==> src/rtl/div_recon_mul.sv <==
// div_recon_mul -- rebuilds a dividend from quotient, divisor and remainder:
//    x = q*y + r
// using an iterative shift-add datapath behind valid/ready handshakes.
//
// Parameters:
//    W          operand width; result is 2W bits
//    SKIP_ZERO  1 = leave CALC as soon as the remaining quotient bits are all
//               zero; 0 = always W compute cycles
//
// Ports:
//    clk        rising-edge clock
//    rst        synchronous active-high reset
//    in_valid   operand set valid
//    in_ready   block can accept operands (IDLE and not in reset)
//    q, y, r    quotient, divisor, remainder (sampled on the accept edge only)
//    out_valid  result valid (held in DONE until out_ready)
//    out_ready  downstream accepts result
//    x          reconstructed dividend
//
// Optional feature, macro DIV_RECON_CHECK_EN:
//    x_ref      original dividend, captured on the accept edge
//    mismatch   x != x_ref, valid with out_valid
//    err_mag    |x - x_ref|, valid with out_valid
module div_recon_mul #(
   parameter int W         = 8,
   parameter int SKIP_ZERO = 1
) (
   input  logic           clk,
   input  logic           rst,
   input  logic           in_valid,
   output logic           in_ready,
   input  logic [W-1:0]   q,
   input  logic [W-1:0]   y,
   input  logic [W-1:0]   r,
`ifdef DIV_RECON_CHECK_EN
   input  logic [2*W-1:0] x_ref,
   output logic           mismatch,
   output logic [2*W-1:0] err_mag,
`endif
   output logic           out_valid,
   input  logic           out_ready,
   output logic [2*W-1:0] x
);

   localparam int CW = (W > 1) ? $clog2(W) : 1;
   localparam logic [CW-1:0] CNT_LAST = CW'(W - 1);

   typedef enum logic [1:0] {IDLE, CALC, DONE} st_t;

   st_t            state, state_nxt;
   logic [2*W-1:0] acc, acc_nxt;
   logic [2*W-1:0] mcand;
   logic [W-1:0]   qsh;
   logic [CW-1:0]  cnt;
   logic           accept;
   logic           calc_end;

   // in_ready is also gated by rst so it reads 0 during the reset cycle.
   assign in_ready  = (state == IDLE) && !rst;
   assign accept    = in_valid && in_ready;
   assign out_valid = (state == DONE);
   assign x         = acc;

   // Sum can never exceed 2^2W-1, so the 2W-bit add has no carry-out.
   always_comb begin
      acc_nxt  = acc;
      if (qsh[0])
         acc_nxt = acc + mcand;
      calc_end = (cnt == CNT_LAST);
      // Remaining multiplier bits all zero: further cycles add nothing.
      if (SKIP_ZERO != 0 && (qsh >> 1) == '0)
         calc_end = 1'b1;
   end

   always_comb begin
      state_nxt = state;
      case (state)
         IDLE:    if (accept)    state_nxt = CALC;
         CALC:    if (calc_end)  state_nxt = DONE;
         DONE:    if (out_ready) state_nxt = IDLE;
         default:                state_nxt = IDLE;
      endcase
   end

   always_ff @(posedge clk) begin
      if (rst) begin
         state <= IDLE;
         acc   <= '0;
         mcand <= '0;
         qsh   <= '0;
         cnt   <= '0;
      end else begin
         state <= state_nxt;
         case (state)
            IDLE: begin
               if (accept) begin
                  acc   <= {{W{1'b0}}, r};
                  mcand <= {{W{1'b0}}, y};
                  qsh   <= q;
                  cnt   <= '0;
               end
            end
            CALC: begin
               acc   <= acc_nxt;
               mcand <= mcand << 1;
               qsh   <= qsh >> 1;
               cnt   <= cnt + CW'(1);
            end
            default: ;
         endcase
      end
   end

`ifdef DIV_RECON_CHECK_EN
   logic [2*W-1:0] xref_q;

   // Compare against the final sum on the CALC->DONE edge so the flags
   // appear together with out_valid and stay put through DONE.
   always_ff @(posedge clk) begin
      if (rst) begin
         xref_q   <= '0;
         mismatch <= 1'b0;
         err_mag  <= '0;
      end else begin
         if (accept)
            xref_q <= x_ref;
         if (state == CALC && calc_end) begin
            mismatch <= (acc_nxt != xref_q);
            err_mag  <= (acc_nxt >= xref_q) ? (acc_nxt - xref_q)
                                             : (xref_q - acc_nxt);
         end
      end
   end
`endif

endmodule

==> config.mk <==
export PLATFORM = sky130hd
export DESIGN_NAME = div_recon_mul
export DESIGN_NICKNAME = d
export VERILOG_FILES = /design/src/rtl/div_recon_mul.sv
export SDC_FILE = /design/constraint.sdc
export NUM_CORES = 1
export LEC_CHECK = 0
export BUFFER_PORTS_ARGS = -buffer_cell sky130_fd_sc_hd__buf_2
export CORE_ASPECT_RATIO = 0.7
export CORE_MARGIN = 2
export CORE_UTILIZATION = 56
export CTS_CLUSTER_DIAMETER = 80
export DETAILED_ROUTE_END_ITERATION = 8
export GPL_TIMING_DRIVEN = 0
export HOLD_SLACK_MARGIN = 0.1
export PLACE_DENSITY = 0.79
export SETUP_SLACK_MARGIN = 0.02
export SLEW_MARGIN = 20
export SYNTH_ARGS = -nofsm -noshare
export SYNTH_HDL_FRONTEND = slang
export SYNTH_SLANG_ARGS = --single-unit
==> constraint.sdc <==
create_clock -name clk -period 2.9 [get_ports clk]
set_input_delay 0.145 -clock clk [delete_from_list [all_inputs] [get_ports clk]]
set_output_delay 0.145 -clock clk [all_outputs]
set_load 0.01 [all_outputs]
After elaboration in Yosys (flattened, before gate mapping)
Index checks and enable logic that the tools add are counted.
W data, S select, Z words.
- output and inout bits: 18
- flip-flop bits (word level): 45
- input port bits: 28
- logic and storage cells: 37
- equality and inequality tests: 7
- mux-type cells: 14
- add/subtract/negate cells: 2
- reductions and logical operators: 9
- operators with widths (cell ; number):
    $pmux W16 S2 ; 2
    $mux W16 ; 3
    $add A16 B16 Y16 ; 1
    $pmux W8 S2 ; 1
    $logic_not A8 Y1 ; 1
    $mux W8 ; 1
    $mux W2 ; 3
    $ne A2 B2 Y1 const B ; 3
    $pmux W2 S3 ; 1
    $pmux W3 S2 ; 1
    $reduce_and A3 Y1 ; 2
    $add A3 B1 Y3 const B ; 1
    $eq A3 B3 Y1 const B ; 1
    $mux W3 ; 1
    $eq A2 B1 Y1 const B ; 1
    $eq A2 B2 Y1 const B ; 1
    $logic_and A1 B1 Y1 ; 2
    $logic_not A2 Y1 ; 1
    $ne A2 B1 Y1 const B ; 1
    $reduce_and A2 Y1 ; 1
    $reduce_bool A2 Y1 ; 1
    $logic_not A1 Y1 ; 1
    $mux W1 ; 1

Depth between registers and ports, before layout
- depth in word-level cells: 5
- gate-level depth with buffers: 8
- mapped depth without buffers: 8

Worst setup path before layout
Ideal clock, no wire load.
- path type: register to register
- start: register acc[0] (netlist: x[0])
- end: register acc[14] (netlist: x[14])
- stages on the path, launching flop included: 9
- required time: 2783 ps
- setup time: 117 ps
- buffers on the path: 0
- setup slack: 494 ps
- clock period less this slack: 2406 ps
- data arrival time: 2288 ps
- path through: dfxtp_1 > ha_1 > fa_1 > a21o_1 > a21o_1 > nand3_1 > a21oi_2 > or4_1 > a32o_1
- cells in the longest elaborated chain, start to end: 3
- RTL lines (element ; RTL line ; text):
    start: declaration ; 51 ; logic [2*W-1:0] acc, acc_nxt;
    start signal: assignment ; 97 ; acc <= {{W{1'b0}}, r};
    start signal: assignment ; 104 ; acc <= acc_nxt;
    $add A16 B16 Y16 ; 68 ; acc_nxt = acc + mcand;
    $mux W16 ; 67 ; if (qsh[0])
    $pmux W16 S2 ; 94 ; case (state)
No other way between the ends. The select of a mux whose other input is x is not followed.
A chain may end at the register's enable or synchronous reset.

Worst setup path after layout
- start: register mcand[0]
- end: register acc[14] (netlist: x[14])
- cells in the longest elaborated chain, start to end: 3
- RTL lines (element ; RTL line ; text):
    start: declaration ; 52 ; logic [2*W-1:0] mcand;
    start signal: assignment ; 98 ; mcand <= {{W{1'b0}}, y};
    start signal: assignment ; 105 ; mcand <= mcand << 1;
    $add A16 B16 Y16 ; 68 ;
    $mux W16 ; 67 ;
    $pmux W16 S2 ; 94 ;
No other way between the ends. The select of a mux whose other input is x is not followed.

==> implementation parameters <==
Parameter                              Value

Run status
  Result of the run ... finished clean

Synthesis
  Leading cell types by total area after synthesis ... dfxtp_1, ha_1, a311oi_1
  Register bit count reported by yosys ... 45
  Post-synthesis instance area ... 2610 µm²
  Share of synthesized area occupied by flip-flops and latches ... 0.345
  Synth unique cells ... 46
  Warnings from Yosys ... 0
  Largest area contributor in the synthesized netlist ... dfxtp_1
  Number of nets in the synthesized netlist ... 372
  Number of enable-type register cells in the synthesized netlist ... 0
  Post-synthesis cell count ... 326
  Commonest register cell after synthesis ... dfxtp_1
  Average size of a mapped cell ... 8.02 µm²
  Async set or reset register ratio after synthesis ... 0
  Portion of synthesized cell area occupied by the leading cell type ... 0.345

Layout
  Synthesis-to-layout area growth ... 14.8%
  Most frequent cells in the layout ... nand2_1, dfxtp_1, buf_2, nor2_1, nand3_1
  Number of fill cells in the layout ... 373
  Final instance count without filler cells ... 433
  Most frequent standard cell in the layout excluding fill and tap cells ... nand2_1
  Multi-input logic area ... 1630 µm²
  Antenna Diode Count ... 0
  Net count, final ... 423
  Storage cell area ... 901 µm²
  Fraction of layout instances using a drive strength above 1 ... 0.156
  Post-layout util ... 0.682

Global routing
  Gr usage total ... 0.264
  Remaining global-route overflow ... 0
  Via count of the first global-routing pass ... 2311
  First-pass GRT wire length ... 10.8 mm
  Number of antenna violations at the first check in global routing ... 0
  Largest net degree at the start of global routing ... 16

Clock tree
  Number of levels in the clock H-tree ... 2
  Inserted Clock Buffers ... 5
  Post_cts resized ... 0
  CTS tree ... built
  Buffers inserted during post-CTS setup optimization ... 0
  Post-CTS Hold Buffers ... 0
  Total clock sinks ... 45
  Clk Latency, worst-skew pair ... 0.30 ns
  CTS Root Cell ... clkbuf_8
  Clock Pin Slew Worst Setup and Hold Paths ... 0.10 ns
  Buffer depth of the longest clock path ... 2

Route
  Met1 Wirelength ... 3.27 mm
  Length of routed met3 wiring ... 564 µm
  Top routing layer in use ... met4
  Via-to-Cell Ratio ... 6.03
  Number of vias after detailed routing ... 2612
  WL per Instance ... 15.1 µm
  Total iterations of the first detailed-routing run ... 5
  Residual DRC ... 0
  Drt total wl ... 6.53 mm
  Antenna-violating nets left ... 0
  Sum of met2 wire segment lengths after detailed routing ... 2.63 mm
  Number of violations reported at the end of detailed-routing iteration 0 ... 158

Pwr
  Cell area power density ... 508 nW/µm²
  Worst ir drop on vdd ... 373 µV
  Leakage power summed over all cells ... 1.31 nW

Setup path
  Slowest Stage Delay on Critical Path ... 0.49 ns
  Delay-heaviest family, CP ... compound AO/OA/AOI/OAI gates
  Startpoint kind of the worst setup timing path ... register
  Crit path buf inv count ... 0
  Cell Chain, Critical Path ... ha_1 -> fa_1 -> a21o_1 -> a21o_1 -> nand3_1 -> a21oi_2 -> or4_1 -> a32o_1
  Type of element capturing the critical path ... register
  Arrival time reported for the critical path endpoint ... 2.75 ns
  Startpoint-to-endpoint class of the critical path ... register to register
  Critical Path RT ... 3.10 ns
  Crit path top cell by count ... a21o_1
  Slowest cell on crit path ... or4_1
  Largest driver fanout on the critical path ... 4

Timing
  Setup-failing EPs final ... 0
  Achievable Freq ... 0.392 GHz
  Total negative slack for setup checks ... 0 ns
  Final critical path time including I/O delays and setup ... 2.55 ns
  Ratio of final minimum period to clock period ... 0.879
  Unrepaired setup endpoints after global routing ... false
  Number of hold-slack violations in the final timing report ... 0
  Max-slew headroom at the worst pin ... 0.510
  Worst slew pin tran ... 0.729 ns
  Worst-case setup margin in the final layout ... 0.352 ns
  Worst-case clock skew ... 0.00944 ns
  Max-slew violation count ... 0

Hold path
  Path class of the lowest-slack min-delay path ... input port to register

Place
  PortBufs ... 44
  Inst Count DP ... 425
  RD Place Congestion ... 0.963
  DP HPWL ... 4.95 mm
  Place WS ... 0.398 ns

Floorplanning
  DIE AREA ... 5240 µm²
  Placeable core region ... 4400 µm²
  Num ports ... 46
  Starting density of the core ... 0.593
  Standard-cell rows ... 20
  Floorplan die height ... 61.2 µm
  Die width ... 85.7 µm

Run
  Max-cap violations ... 0
-- state kept, by name (all words and copies together) (netlist names) --
signal and count:
state 2, x 16, qsh 8, cnt 3, mcand 16
-- per-stage QoR --
stage | instance area, µm² | power (W) | hold slack, ns
3_3_place_gp | 2900 | 0.00109 | 0.416
6_report | 3000 | 0.00152 | 0.105
5_1_grt | 3000 | 0.00161 | 0.108
4_1_cts | 3000 | 0.00152 | 0.106
3_5_place_dp | 2900 | 0.00110 | 0.429
2_1_floorplan | 2610 | 0.000983 | 0.304
-- report_power, final --
part / total [W] / internal (W) / leakage (nW) / switching [W]
sequential: 0.000722 / 0.000671 / 0.367 / 0.0000512
clock: 0.000433 / 0.000197 / 0.0478 / 0.000237
combinational: 0.000369 / 0.000139 / 0.896 / 0.000230
total: 0.00152 / 0.00101 / 1.31 / 0.000518
-- worst paths after layout --
check | start | endpoint | slack, ns | cells past startpoint
worst max-delay path | mcand[0] | x[14] | 0.35 | 8
worst min-delay path | q[4] | qsh[4] | 0.10 | 3
worst max register to register | mcand[0] | x[14] | 0.35 | 8
worst min register to register | cnt[1] | cnt[1] | 0.48 | 2
-- final cells by class --
class | count | area share
Buffer | 18 | 0.0225
Sequential cell | 45 | 0.300
Timing Repair Buffer | 44 | 0.0734
Tap cell | 55 | 0.0229
Multi-Input combinational cell | 259 | 0.543
Inverter | 4 | 0.00500
Clock buffer | 6 | 0.0275
Clock inverter | 2 | 0.00542
-- worst min-delay path: cells and delay by family --
family	cells	cell delay [ns]
buffers and inverters	1	0.09
and+or+nand+nor	1	0.05
AOI/OAI and AO/OA	1	0.08
-- cells in the mapped netlist (2+ instances only) --
library cell	number
nor3_1	7
clkbuf_1	17
ha_1	17
mux2i_1	4
o31ai_1	2
xor2_1	2
nand3_1	29
and3_1	3
nand2b_1	4
a21oi_1	25
inv_1	4
xnor2_1	6
a32o_1	2
o21bai_1	3
a311oi_1	21
nor2_1	31
a211oi_1	6
nor4_1	2
nand2_1	49
a21o_1	6
nor2b_1	3
o21ai_0	13
a31oi_1	3
dfxtp_1	45
-- cells by family (layout without fill, tap and decap cells) --
group | Yosys count | in the layout | synth area share
and+or+nand+nor | 137 | 137 | 0.243
AOI/OAI and AO/OA | 92 | 92 | 0.249
DFF | 45 | 45 | 0.345
buffers and inverters | 22 | 74 | 0.0316
adders and majority gates | 18 | 18 | 0.0890
xor gates and xnor gates | 8 | 8 | 0.0268
muxes | 4 | 4 | 0.0153
-- layer usage --
metal,global-route usage,up-vias
met5,0,-
met4,0.0794,0
met3,0.0509,9
met2,0.381,113
met1,0.399,1187
li1,-,1303
Power figures use the tool's default switching activity.
